[src/rtl/peripheral_counter_fifo_core.sv]
// Device-side register core: 32-bit up/down counter with wrap interrupt, config bits,
// and an 8-bit first-word-fall-through FIFO behind the native register interface.
module peripheral_counter_fifo_core #(
  parameter int unsigned FIFO_DEPTH   = 16,
  parameter int unsigned LT_THRESHOLD = 1000
) (
  input  logic        clk,
  input  logic        reset,
  input  logic        count_we,
  input  logic        config_we,
  input  logic        fifo_we,
  input  logic        fifo_re,
  input  logic [31:0] count_in,
  input  logic        en_in,
  input  logic        dir_in,
  input  logic        ire_in,
  input  logic [7:0]  fifo_data_in,
  output logic [31:0] count_out,
  output logic        en_out,
  output logic        dir_out,
  output logic        ire_out,
  output logic        lt_1k_out,
  output logic        fifo_empty,
  output logic        fifo_full,
  output logic [7:0]  fifo_word_count,
  output logic [7:0]  fifo_data_out,
  output logic        irq
);

  localparam int unsigned AW = (FIFO_DEPTH > 1) ? $clog2(FIFO_DEPTH) : 1;

  logic [31:0]   count_q;
  logic          en_q;
  logic          dir_q;
  logic          ire_q;
  logic          irq_q;

  logic [7:0]    mem [FIFO_DEPTH];
  logic [AW-1:0] wr_ptr;
  logic [AW-1:0] rd_ptr;
  logic [7:0]    word_count;

  logic          fifo_is_empty;
  logic          fifo_is_full;
  logic          do_push;
  logic          do_pop;
  logic          step_wraps;

  always_comb begin
    fifo_is_empty = (word_count == '0);
    fifo_is_full  = (word_count == 8'(FIFO_DEPTH));
    do_pop        = fifo_re && !fifo_is_empty;
    // A push into a full FIFO is accepted only when a pop frees the head slot in the same cycle.
    do_push       = fifo_we && (!fifo_is_full || do_pop);
    step_wraps    = ire_q && (dir_q ? (count_q == '0) : (count_q == '1));
  end

  always_ff @(posedge clk) begin
    if (reset) begin
      count_q <= '0;
      en_q    <= 1'b0;
      dir_q   <= 1'b0;
      ire_q   <= 1'b0;
      irq_q   <= 1'b0;
    end else begin
      irq_q <= 1'b0;
      if (count_we) begin
        count_q <= count_in;
      end else if (en_q) begin
        count_q <= dir_q ? (count_q - 32'd1) : (count_q + 32'd1);
        irq_q   <= step_wraps;
      end
      if (config_we) begin
        en_q  <= en_in;
        dir_q <= dir_in;
        ire_q <= ire_in;
      end
    end
  end

  always_ff @(posedge clk) begin
    if (reset) begin
      wr_ptr     <= '0;
      rd_ptr     <= '0;
      word_count <= '0;
    end else begin
      if (do_push) wr_ptr <= wr_ptr + AW'(1);
      if (do_pop)  rd_ptr <= rd_ptr + AW'(1);
      case ({do_push, do_pop})
        2'b10:   word_count <= word_count + 8'd1;
        2'b01:   word_count <= word_count - 8'd1;
        default: word_count <= word_count;
      endcase
    end
  end

  always_ff @(posedge clk) begin
    if (!reset && do_push) mem[wr_ptr] <= fifo_data_in;
  end

  assign count_out       = count_q;
  assign en_out          = en_q;
  assign dir_out         = dir_q;
  assign ire_out         = ire_q;
  assign lt_1k_out       = (count_q < LT_THRESHOLD);
  assign irq             = irq_q;
  assign fifo_empty      = fifo_is_empty;
  assign fifo_full       = fifo_is_full;
  assign fifo_word_count = word_count;
  assign fifo_data_out   = fifo_is_empty ? '0 : mem[rd_ptr];

endmodule

[config.mk]
export PLATFORM = sky130hd
export DESIGN_NAME = peripheral_counter_fifo_core
export DESIGN_NICKNAME = d
export VERILOG_FILES = /design/src/rtl/peripheral_counter_fifo_core.sv
export SDC_FILE = /design/constraint.sdc
export NUM_CORES = 1
export LEC_CHECK = 0
export BUFFER_PORTS_ARGS = -buffer_cell sky130_fd_sc_hd__buf_2
export CORE_MARGIN = 1
export CORE_UTILIZATION = 53
export CTS_CLUSTER_DIAMETER = 200
export DETAILED_ROUTE_END_ITERATION = 8
export HOLD_SLACK_MARGIN = 0.1
export PLACE_DENSITY = 0.76
export SYNTH_ARGS = -nofsm -noshare
export SYNTH_HDL_FRONTEND = slang
export SYNTH_SLANG_ARGS = --single-unit
[constraint.sdc]
create_clock -name clk -period 3.3 [get_ports clk]
set_input_delay 0.825 -clock clk [delete_from_list [all_inputs] [get_ports clk]]
set_output_delay 0.825 -clock clk [all_outputs]
set_load 0.02 [all_outputs]
==> flow_summary.json, run 1 <==
{
  "outcome": "complete, no violations",
  "fin_skew_ps": 13.2,
  "path_class": "reg -> out",
  "cts_tree": "built",
  "p_int_mw": 4.57,
  "wl_per_cell_um": 20.3,
  "synth_top_family_by_area": "simple AND/OR/NAND/NOR gates",
  "start_util": 0.542,
  "end_kind": "primary output",
  "swShare": 0.332,
  "busiest_layer": "met2",
  "grt_overflow": 0,
  "ios": 104,
  "hold_path_class": "reg -> reg",
  "regToRegSetupSlack_ps": 170,
  "place_area_um2": 10200,
  "final_common_cell": "edfxtp_1",
  "syn_to_final_growth_pct": 16.4,
  "min_period_ps": 3220,
  "globalplace.congestion": 0.986,
  "antenna-diode-count": 0,
  "num_vias": 6903,
  "fin_nets": 989,
  "p_per_area_nw_per_um2": 626,
  "met2_usage": 0.427,
  "clkSinkCount": 184,
  "synth_compound_area_frac": 0.115,
  "layout-drive-gt1-share": 0.243,
  "grt_usage": 0.256,
  "viasPerCell": 6.08,
  "power_switching_mw": 2.27,
  "synth-adder-area-share": 0.0590,
  "clock_path_buffers": 2,
  "pwr-share-comb": 0.309,
  "die_y_um": 135,
  "min_period_over_period": 0.975,
  "fin_area_um2": 10900,
  "fillCellCount": 1298,
  "syn-cell-area_um2": 9380,
  "core_um2": 17300,
  "finalSetupViolations": 0,
  "dp_hpwl_um": 16000,
  "clkTransAtPathRegs_ps": 80,
  "critPathLaunchType": "flip-flop",
  "maxSlewViolCount": 0,
  "first_pass_iters": 5,
  "yosys_warnings": 0,
  "die_area_um2": 18200,
  "clk_latency_ps": 430,
  "rr_worst_depth": 13,
  "drcViolationCount": 0,
  "synth_largest_area_cell": "edfxtp_1",
  "netlist_top_cells_area": "edfxtp_1, dfxtp_1, mux4_2, ha_1, a21oi_1",
  "grt_pass1_vias": 6595,
  "port_buffers": 103,
  "grt_max_degree": 39,
  "required_ps": 2470,
  "drt_iter0_markers": 492,
  "hold_buffers": 0,
  "met3_usage": 0.0518,
  "cts_root_buf": "clkbuf_16",
  "synth.avg_cell_area_um2": 12.0,
  "max-vdd-ir-drop_mv": 0.678,
  "antenna_found_initial": 0,
  "synth_top_area_frac": 0.410,
  "whs_path_depth": 2,
  "synth_seq_cells": 184,
  "crit_fanout": 16,
  "std_cell_rows": 48,
  "grt_pass1_wl_um": 35300,
  "drv_cap": 0,
  "yosys.area_share.simple": 0.127,
  "synthCells": 784,
  "routed_wl_um": 23100,
  "synth_mux_area_frac": 0.110,
  "crit_arrival_ps": 2390,
  "yosys.area_share.xor_xnor": 0.0355,
  "dp.cells": 1099,
  "seq_area_um2": 4970,
  "clockPowerShare": 0.296,
  "cts_buffers": 17,
  "syn_nets": 876,
  "drtAntennaViolNets": 0,
  "power_frac_seq": 0.394,
  "synth.distinct_cells": 62,
  "tightest_slew_ps": 896,
  "multiInputGateArea_um2": 4200,
  "finalHoldViolCount": 0,
  "final_cells": 1135,
  "synth-edff-count": 128,
  "fmax_mhz": 311,
  "grt.met1_usage": 0.339,
  "leakagePower_nw": 4.21,
  "seq_area_frac_synth": 0.529,
  "cts_htree_levels": 4,
  "async_reset_ff_frac": 0,
  "synth_ff_type": "edfxtp_1",
  "final_cell_mix": "edfxtp_1, buf_2, nor2_1",
  "relSlewSlack": 0.398,
  "dieWidth_um": 135
}
## cell usage after synthesis, types with 7 or more instances
cell type,number
o22ai_1,11
dfxtp_1,56
nor3_1,8
a211oi_1,9
nand4_1,17
xnor2_1,12
mux2i_1,12
a21o_1,7
nor4_1,9
xor2_1,26
nor2_1,68
mux4_2,40
o21ai_0,25
ha_1,41
and3_1,22
a21oi_1,63
nand2_1,59
nand3_1,19
edfxtp_1,128
inv_1,19
o211ai_1,8
clkbuf_1,27
nor2b_1,10
## stage by stage
stage | hold slack [ps] | setup WS, ps | TNS (ps) | power [mW] | utilization
2_1_floorplan | 468 | 33.8 | 0 | 4.12 | -
3_3_place_gp | 488 | 7.36 | 0 | 4.70 | 0.592
3_5_place_dp | 497 | -127 | -127 | 4.74 | 0.592
4_1_cts | 506 | 2.00 | 0 | 6.76 | 0.627
5_1_grt | 532 | -4.61 | -4.61 | 7.12 | 0.631
6_report | 507 | 81.3 | 0 | 6.84 | 0.631
## final timing paths
| kind | from | endpoint |
|---|---|---|
| min | rd_ptr[1] | rd_ptr[1] |
| min reg2reg | rd_ptr[1] | rd_ptr[1] |
| max reg2reg | fifo_word_count[3] | fifo_word_count[7] |
| max | flip-flop | fifo_data_out[2] |
## what timing repair did
item,in CTS,in global routing
pin swaps,0,2
setup buffers,0,2
hold endpoints to repair,0,0
gates cloned,0,2
setup endpoints to repair,1,9
resized for setup,1,3
## metal layers
metal	wire length (um)	vias up
li1	-	3239
met1	9740	3368
met2	11600	269
met3	1440	27
met4	337	0
met5	0	-
## worst max-delay path, stage by stage (launching register included)
cell	delay, ps
dfxtp_4	410
clkbuf_16	230
mux4_2	550
mux4_2	480
nor2b_1	140
buf_2	150
## cells by family after synthesis
| kind of cell | Yosys count |
|---|---|
| muxes | 53 |
| adders and majority gates | 43 |
| AOI/OAI and AO/OA | 168 |
| buffers and inverters | 57 |
| and+or+nand+nor | 241 |
| xor gates and xnor gates | 38 |
| DFF | 184 |
## power by group through the flow
stage	registers [mW]	logic, mW	clock network (mW)
final	2.69	2.12	2.03
after CTS	2.68	2.03	2.05
after global routing	2.71	2.28	2.13
after global placement	2.73	1.97	0
after floorplan	2.80	1.31	0
after detailed placement	2.73	2.01	0
## final cells by class
type                            instances  area share
Clock buffer                           17      0.0390
Sequential cell                       184       0.455
Inverter                               20     0.00688
Timing Repair Buffer                  131      0.0731
Multi-Input combinational cell        543       0.385
Clock inverter                         15      0.0150
Tap cell                              225      0.0258
## flip-flops by register name, summed over array words and instances, names as in the netlist, named ones only
signal / count
mem: 128
dir_out: 1
ire_out: 1
en_out: 1
fifo_word_count: 8
rd_ptr: 4
count_out: 32
irq: 1
wr_ptr: 4
(Power assumes the default switching activity.)
==> run 2: changes to the inputs <==
--- a/config.mk
+++ b/config.mk
@@ -12,6 +12,8 @@
 export DETAILED_ROUTE_END_ITERATION = 8
 export HOLD_SLACK_MARGIN = 0.1
 export PLACE_DENSITY = 0.76
+export REMOVE_ABC_BUFFERS = 1
 export SYNTH_ARGS = -nofsm -noshare
 export SYNTH_HDL_FRONTEND = slang
 export SYNTH_SLANG_ARGS = --single-unit
+export TNS_END_PERCENT = 1
==> run 2 against run 1 <==
Fmax decreased by 1.7%. Final area increased by 0.10%. Die area unchanged. Non-clock buffer count decreased by 2. Largest cell class unchanged. Highest routed layer unchanged.
==> flow_summary.json, run 2 (synthesis results as in run 1) <==
{
  "fin_skew_ps": 9.73,
  "dp_hpwl_um": 15500,
  "antenna_found_initial": 1,
  "min_period_ps": 3270,
  "wl_met2_um": 11100,
  "largest_reg_flops": 128,
  "grt_max_degree": 36,
  "critPathLaunchType": "flip-flop",
  "clk_latency_ps": 430,
  "num_vias": 6938,
  "grt_overflow": 0,
  "path_delay_family": "multiplexers",
  "rr_endpoint": "fifo_word_count[7]",
  "fin_nets": 987,
  "slowest_stage": "mux4_2",
  "route.met3.wl_um": 1360,
  "hold_buffers": 0,
  "hold_start": "rd_ptr[1]",
  "hold_path_class": "reg -> reg",
  "hold_ws_ps": 504,
  "fmax_mhz": 305,
  "layout-drive-gt1-share": 0.240,
  "finalSetupViolations": 0,
  "min_period_over_period": 0.992,
  "crit_path_cell_trace": "buf_12 -> mux4_2 -> mux4_2 -> nor2b_1 -> buf_2",
  "cts_tree": "built",
  "wl_per_cell_um": 20.2,
  "final_common_cell": "edfxtp_1",
  "finalHoldViolCount": 0,
  "die_area_um2": 18200,
  "crit_arrival_ps": 2450,
  "multiInputGateArea_um2": 4200,
  "syn_to_final_growth_pct": 16.5,
  "seq_area_um2": 4970,
  "final_cell_mix": "edfxtp_1, buf_2, nor2_1",
  "wl_met1_um": 9690,
  "drv_cap": 0,
  "power_frac_seq": 0.391,
  "max-vdd-ir-drop_mv": 0.388,
  "grt_usage": 0.261,
  "rr_worst_depth": 13,
  "r2r-start": "fifo_word_count[3]",
  "clock_path_buffers": 2,
  "start_util": 0.542,
  "cts_root_buf": "clkbuf_16",
  "globalplace.congestion": 0.906,
  "viasPerCell": 6.12,
  "required_ps": 2470,
  "p_int_mw": 4.63,
  "drcViolationCount": 0,
  "rsz0062_at_grt": "true",
  "grt_pass1_vias": 6446,
  "relSlewSlack": 0.441,
  "pwr-share-comb": 0.296,
  "die_y_um": 135,
  "crit_path_max_incr_delay_ps": 580,
  "routed_wl_um": 22900,
  "crit_fanout": 16,
  "end_kind": "primary output",
  "post_cts_buffers": 0,
  "cts_buffers": 17,
  "fillCellCount": 1336,
  "whs_path_depth": 2,
  "path_class": "reg -> out",
  "leakagePower_nw": 4.22,
  "swShare": 0.330,
  "clockPowerShare": 0.313,
  "fin_ws_ps": 25.6,
  "std_cell_rows": 48,
  "cts_htree_levels": 4,
  "dieWidth_um": 135,
  "outcome": "complete, no violations",
  "crit_top_cell": "mux4_2",
  "path_buf_inv": 2,
  "grt_pass1_wl_um": 35300,
  "dp_slack_ps": 38.5,
  "core_um2": 17300,
  "tightest_slew_ps": 838,
  "p_per_area_nw_per_um2": 632,
  "maxSlewViolCount": 0,
  "clkTransAtPathRegs_ps": 70,
  "regToRegSetupSlack_ps": 210,
  "highest_layer": "met4",
  "regMostFlops": "mem",
  "clkSinkCount": 184,
  "first_pass_iters": 5,
  "drtAntennaViolNets": 0,
  "port_buffers": 103,
  "power_switching_mw": 2.28,
  "ios": 104,
  "drt_iter0_markers": 538
}
[run 2: cell count changes in the layout (fill, tap and decap cells not counted), sizes merged]
cell	delta
clkbuf	-2
clkinvlp	-2
bufinv	+1
clkinv	+1
diode	+1
[run 2: area by class of cell]
cell class | instances | share of cell area
clock buffer | 17 | 0.0389
sequential | 184 | 0.455
multi-input combinational | 543 | 0.384
antenna | 1 | 0.000229
timing repair buffer | 129 | 0.0692
tap | 225 | 0.0258
inverter | 20 | 0.00687
clock inverter | 15 | 0.0203
[run 2: layer usage]
layer  track usage  vias to the layer above
met4         0.110                        0
met5             0                        -
met2         0.427                      299
met3        0.0387                       51
met1         0.349                     3341
li1              -                     3247
[run 2: timing repair]
item,in CTS,in global routing
resized for setup,2,2
endpoints found under the setup margin,1,2
pin swaps,0,1
cloned,1,0
[run 2: worst max-delay path by stage]
stage,start,to,cells after the start
final,flip-flop,fifo_data_out[4],5
after detailed placement,fifo_word_count[3],fifo_word_count[7],13
after CTS,fifo_word_count[3],fifo_word_count[7],13
after floorplan,fifo_word_count[3],fifo_word_count[7],13
after global routing,flip-flop,fifo_data_out[4],5
after global placement,fifo_word_count[3],fifo_word_count[7],13
[run 2: power by group through the flow]
stage	Clock [mW]	Combinational (mW)	Sequential [mW]
2_1_floorplan	0	1.19	2.88
3_3_place_gp	0	1.95	2.74
3_5_place_dp	0	1.98	2.74
4_1_cts	2.19	2.04	2.70
5_1_grt	2.27	2.22	2.72
6_report	2.16	2.05	2.70
[run 2: worst min-delay path, delay by kind of cell, from the launching register on]
kind             cells  cell delay, ps
AND/OR/NAND/NOR      1              60
flip-flops           1             330
AO/OA/AOI/OAI        1              70
[run 2: per-stage QoR]
step                      total power [mW]  cells  utilization  TNS, ps  cell area (um^2)
final                                 6.91   1134        0.632        0             10900
after global routing                  7.21   1134        0.632    -35.8             10900
after CTS                             6.93   1133        0.631        0             10900
after detailed placement              4.73   1100        0.592        0             10200
after global placement                4.69   1100        0.592        0             10200
after floorplan                       4.07    747            -    -3170              9230
==> run 3: changes to the inputs <==
--- a/config.mk
+++ b/config.mk
@@ -6,12 +6,14 @@
 export NUM_CORES = 1
 export LEC_CHECK = 0
 export BUFFER_PORTS_ARGS = -buffer_cell sky130_fd_sc_hd__buf_2
+export CAP_MARGIN = 10
 export CORE_MARGIN = 1
-export CORE_UTILIZATION = 53
+export CORE_UTILIZATION = 55
+export CTS_BUF_LIST = sky130_fd_sc_hd__clkbuf_4
 export CTS_CLUSTER_DIAMETER = 200
 export DETAILED_ROUTE_END_ITERATION = 8
 export HOLD_SLACK_MARGIN = 0.1
-export PLACE_DENSITY = 0.76
+export PLACE_DENSITY = 0.79
 export REMOVE_ABC_BUFFERS = 1
 export SYNTH_ARGS = -nofsm -noshare
 export SYNTH_HDL_FRONTEND = slang
==> run 3 against run 2 <==
The flow now finishes with violations (negative setup slack). Worst hold slack lost 61 ps. Via count is 1.5% lower. Worst setup slack got worse by 120 ps. Wire length fell by 6.8%. Sequential power hardly changed. Clock power decreased by 42%. Register-to-register slack about the same. Non-clock buffer count grew 3. Flip-flop and latch count did not move. Critical path depth stayed put.
==> flow_summary.json, run 3 (synthesis results as in run 1) <==
{
  "fin_area_um2": 10600,
  "die_area_um2": 17600,
  "end_kind": "primary output",
  "globalplace.congestion": 0.948,
  "std_cell_rows": 47,
  "hold_start": "count_in[1]",
  "routed_wl_um": 21300,
  "fillCellCount": 1286,
  "crit_arrival_ps": 2570,
  "cts_buffers": 17,
  "clock_path_buffers": 2,
  "multiInputGateArea_um2": 4200,
  "largest_reg_flops": 128,
  "fin_ws_ps": -94.1,
  "fmax_mhz": 295,
  "post-route-util": 0.638,
  "dp.cells": 1097,
  "grt_pass1_vias": 6585,
  "fin_nets": 990,
  "ios": 104,
  "outcome": "finished, violations left",
  "dieWidth_um": 133,
  "first_pass_iters": 5,
  "path_class": "reg -> out",
  "maxSlewViolCount": 0,
  "critPathLaunchType": "flip-flop",
  "leakagePower_nw": 4.09,
  "hold_ws_ps": 443,
  "final_common_cell": "edfxtp_1",
  "grt_usage": 0.254,
  "clk_latency_ps": 590,
  "hold_path_class": "in -> reg",
  "tightest_slew_ps": 821,
  "cts_root_buf": "clkbuf_4",
  "grt_max_degree": 33,
  "final_cells": 1131,
  "dp_hpwl_um": 15500,
  "fin_skew_ps": 18.0,
  "regMostFlops": "mem",
  "cts_tree": "built",
  "hold_buffers": 0,
  "grt_overflow": 0,
  "r2r-start": "fifo_word_count[3]",
  "clkSinkCount": 184,
  "wl_per_cell_um": 18.9,
  "min_period_ps": 3390,
  "antenna_found_initial": 0,
  "place_area_um2": 10200,
  "antenna-diode-count": 0,
  "viasPerCell": 6.04,
  "seq_area_um2": 4970,
  "grt_pass1_wl_um": 34400,
  "clkTransAtPathRegs_ps": 170,
  "port_buffers": 103,
  "syn_to_final_growth_pct": 13.1,
  "start_util": 0.564,
  "finalHoldViolCount": 0,
  "drcViolationCount": 0,
  "relSlewSlack": 0.450,
  "finalSetupViolations": 8,
  "violations": "negative setup slack",
  "final_cell_mix": "edfxtp_1, buf_2, nor2_1",
  "rsz0062_at_grt": "true",
  "core_um2": 16600,
  "crit_fanout": 16,
  "p_per_area_nw_per_um2": 565,
  "drtAntennaViolNets": 0,
  "layout-drive-gt1-share": 0.241,
  "drt_iter0_markers": 589,
  "drv_cap": 0,
  "required_ps": 2470,
  "max-vdd-ir-drop_mv": 0.345,
  "num_vias": 6831,
  "cts_htree_levels": 4,
  "min_period_over_period": 1.03,
  "die_y_um": 133
}
==> run 3: changes by cell type in the layout (fill, tap and decap cells not counted) <==
cell	before	now
buf_16	1	2
buf_4	23	25
bufinv_16	2	0
clkbuf_16	17	0
clkbuf_4	0	17
clkinv_1	0	1
clkinv_4	1	2
clkinv_8	5	4
diode_2	1	0
inv_6	5	4
inv_8	1	3
==> run 3: cell type report <==
type	instances	share of cell area
Sequential cell	184	0.468
Multi-Input combinational cell	543	0.395
Timing Repair Buffer	132	0.0752
Tap cell	220	0.0259
Clock inverter	15	0.0162
Clock buffer	17	0.0120
Inverter	20	0.00707
==> run 3: metal layers <==
layer | global-route usage | vias up | share of wire
met5 | 0 | - | 0
li1 | - | 3243 | -
met4 | 0.0862 | 0 | 0.019
met3 | 0.0425 | 38 | 0.063
met2 | 0.420 | 283 | 0.48
met1 | 0.343 | 3267 | 0.44
==> run 3: final timing paths <==
kind                             end  depth (start not counted)  slack [ps]
setup / recovery    fifo_data_out[3]                          5         -90
hold / removal          count_out[1]                          3         440
hold reg to reg   fifo_word_count[2]                          2         510
setup reg to reg  fifo_word_count[7]                         13         220
==> run 3: report_power, final <==
part / switching (mW) / total (mW) / internal [mW]
Clock: 0.889 / 1.25 / 0.357
Combinational: 1.16 / 2.06 / 0.902
Sequential: 0.120 / 2.70 / 2.58
==> run 3: per-stage QoR <==
| stage | power [mW] | setup slack (ps) | TNS, ps |
|---|---|---|---|
| 2_1_floorplan | 4.07 | -615 | -3170 |
| 6_report | 6.00 | -94.1 | -533 |
| 3_3_place_gp | 4.68 | 133 | 0 |
| 3_5_place_dp | 4.73 | 9.89 | 0 |
| 5_1_grt | 6.29 | -197 | -1350 |
| 4_1_cts | 6.02 | -128 | -928 |
==> run 3: what timing repair did <==
action,CTS,global route
buffers inserted,0,0
cloned,2,0
endpoints found under the setup margin,9,9
pin swaps,0,1
gates resized for setup,4,1
==> run 3: worst max-delay path, stage by stage, from the launching register on <==
cell     delay, ps
dfxtp_4        450
buf_16         200
mux4_2         540
mux4_2         490
nor2b_1        150
buf_2          150
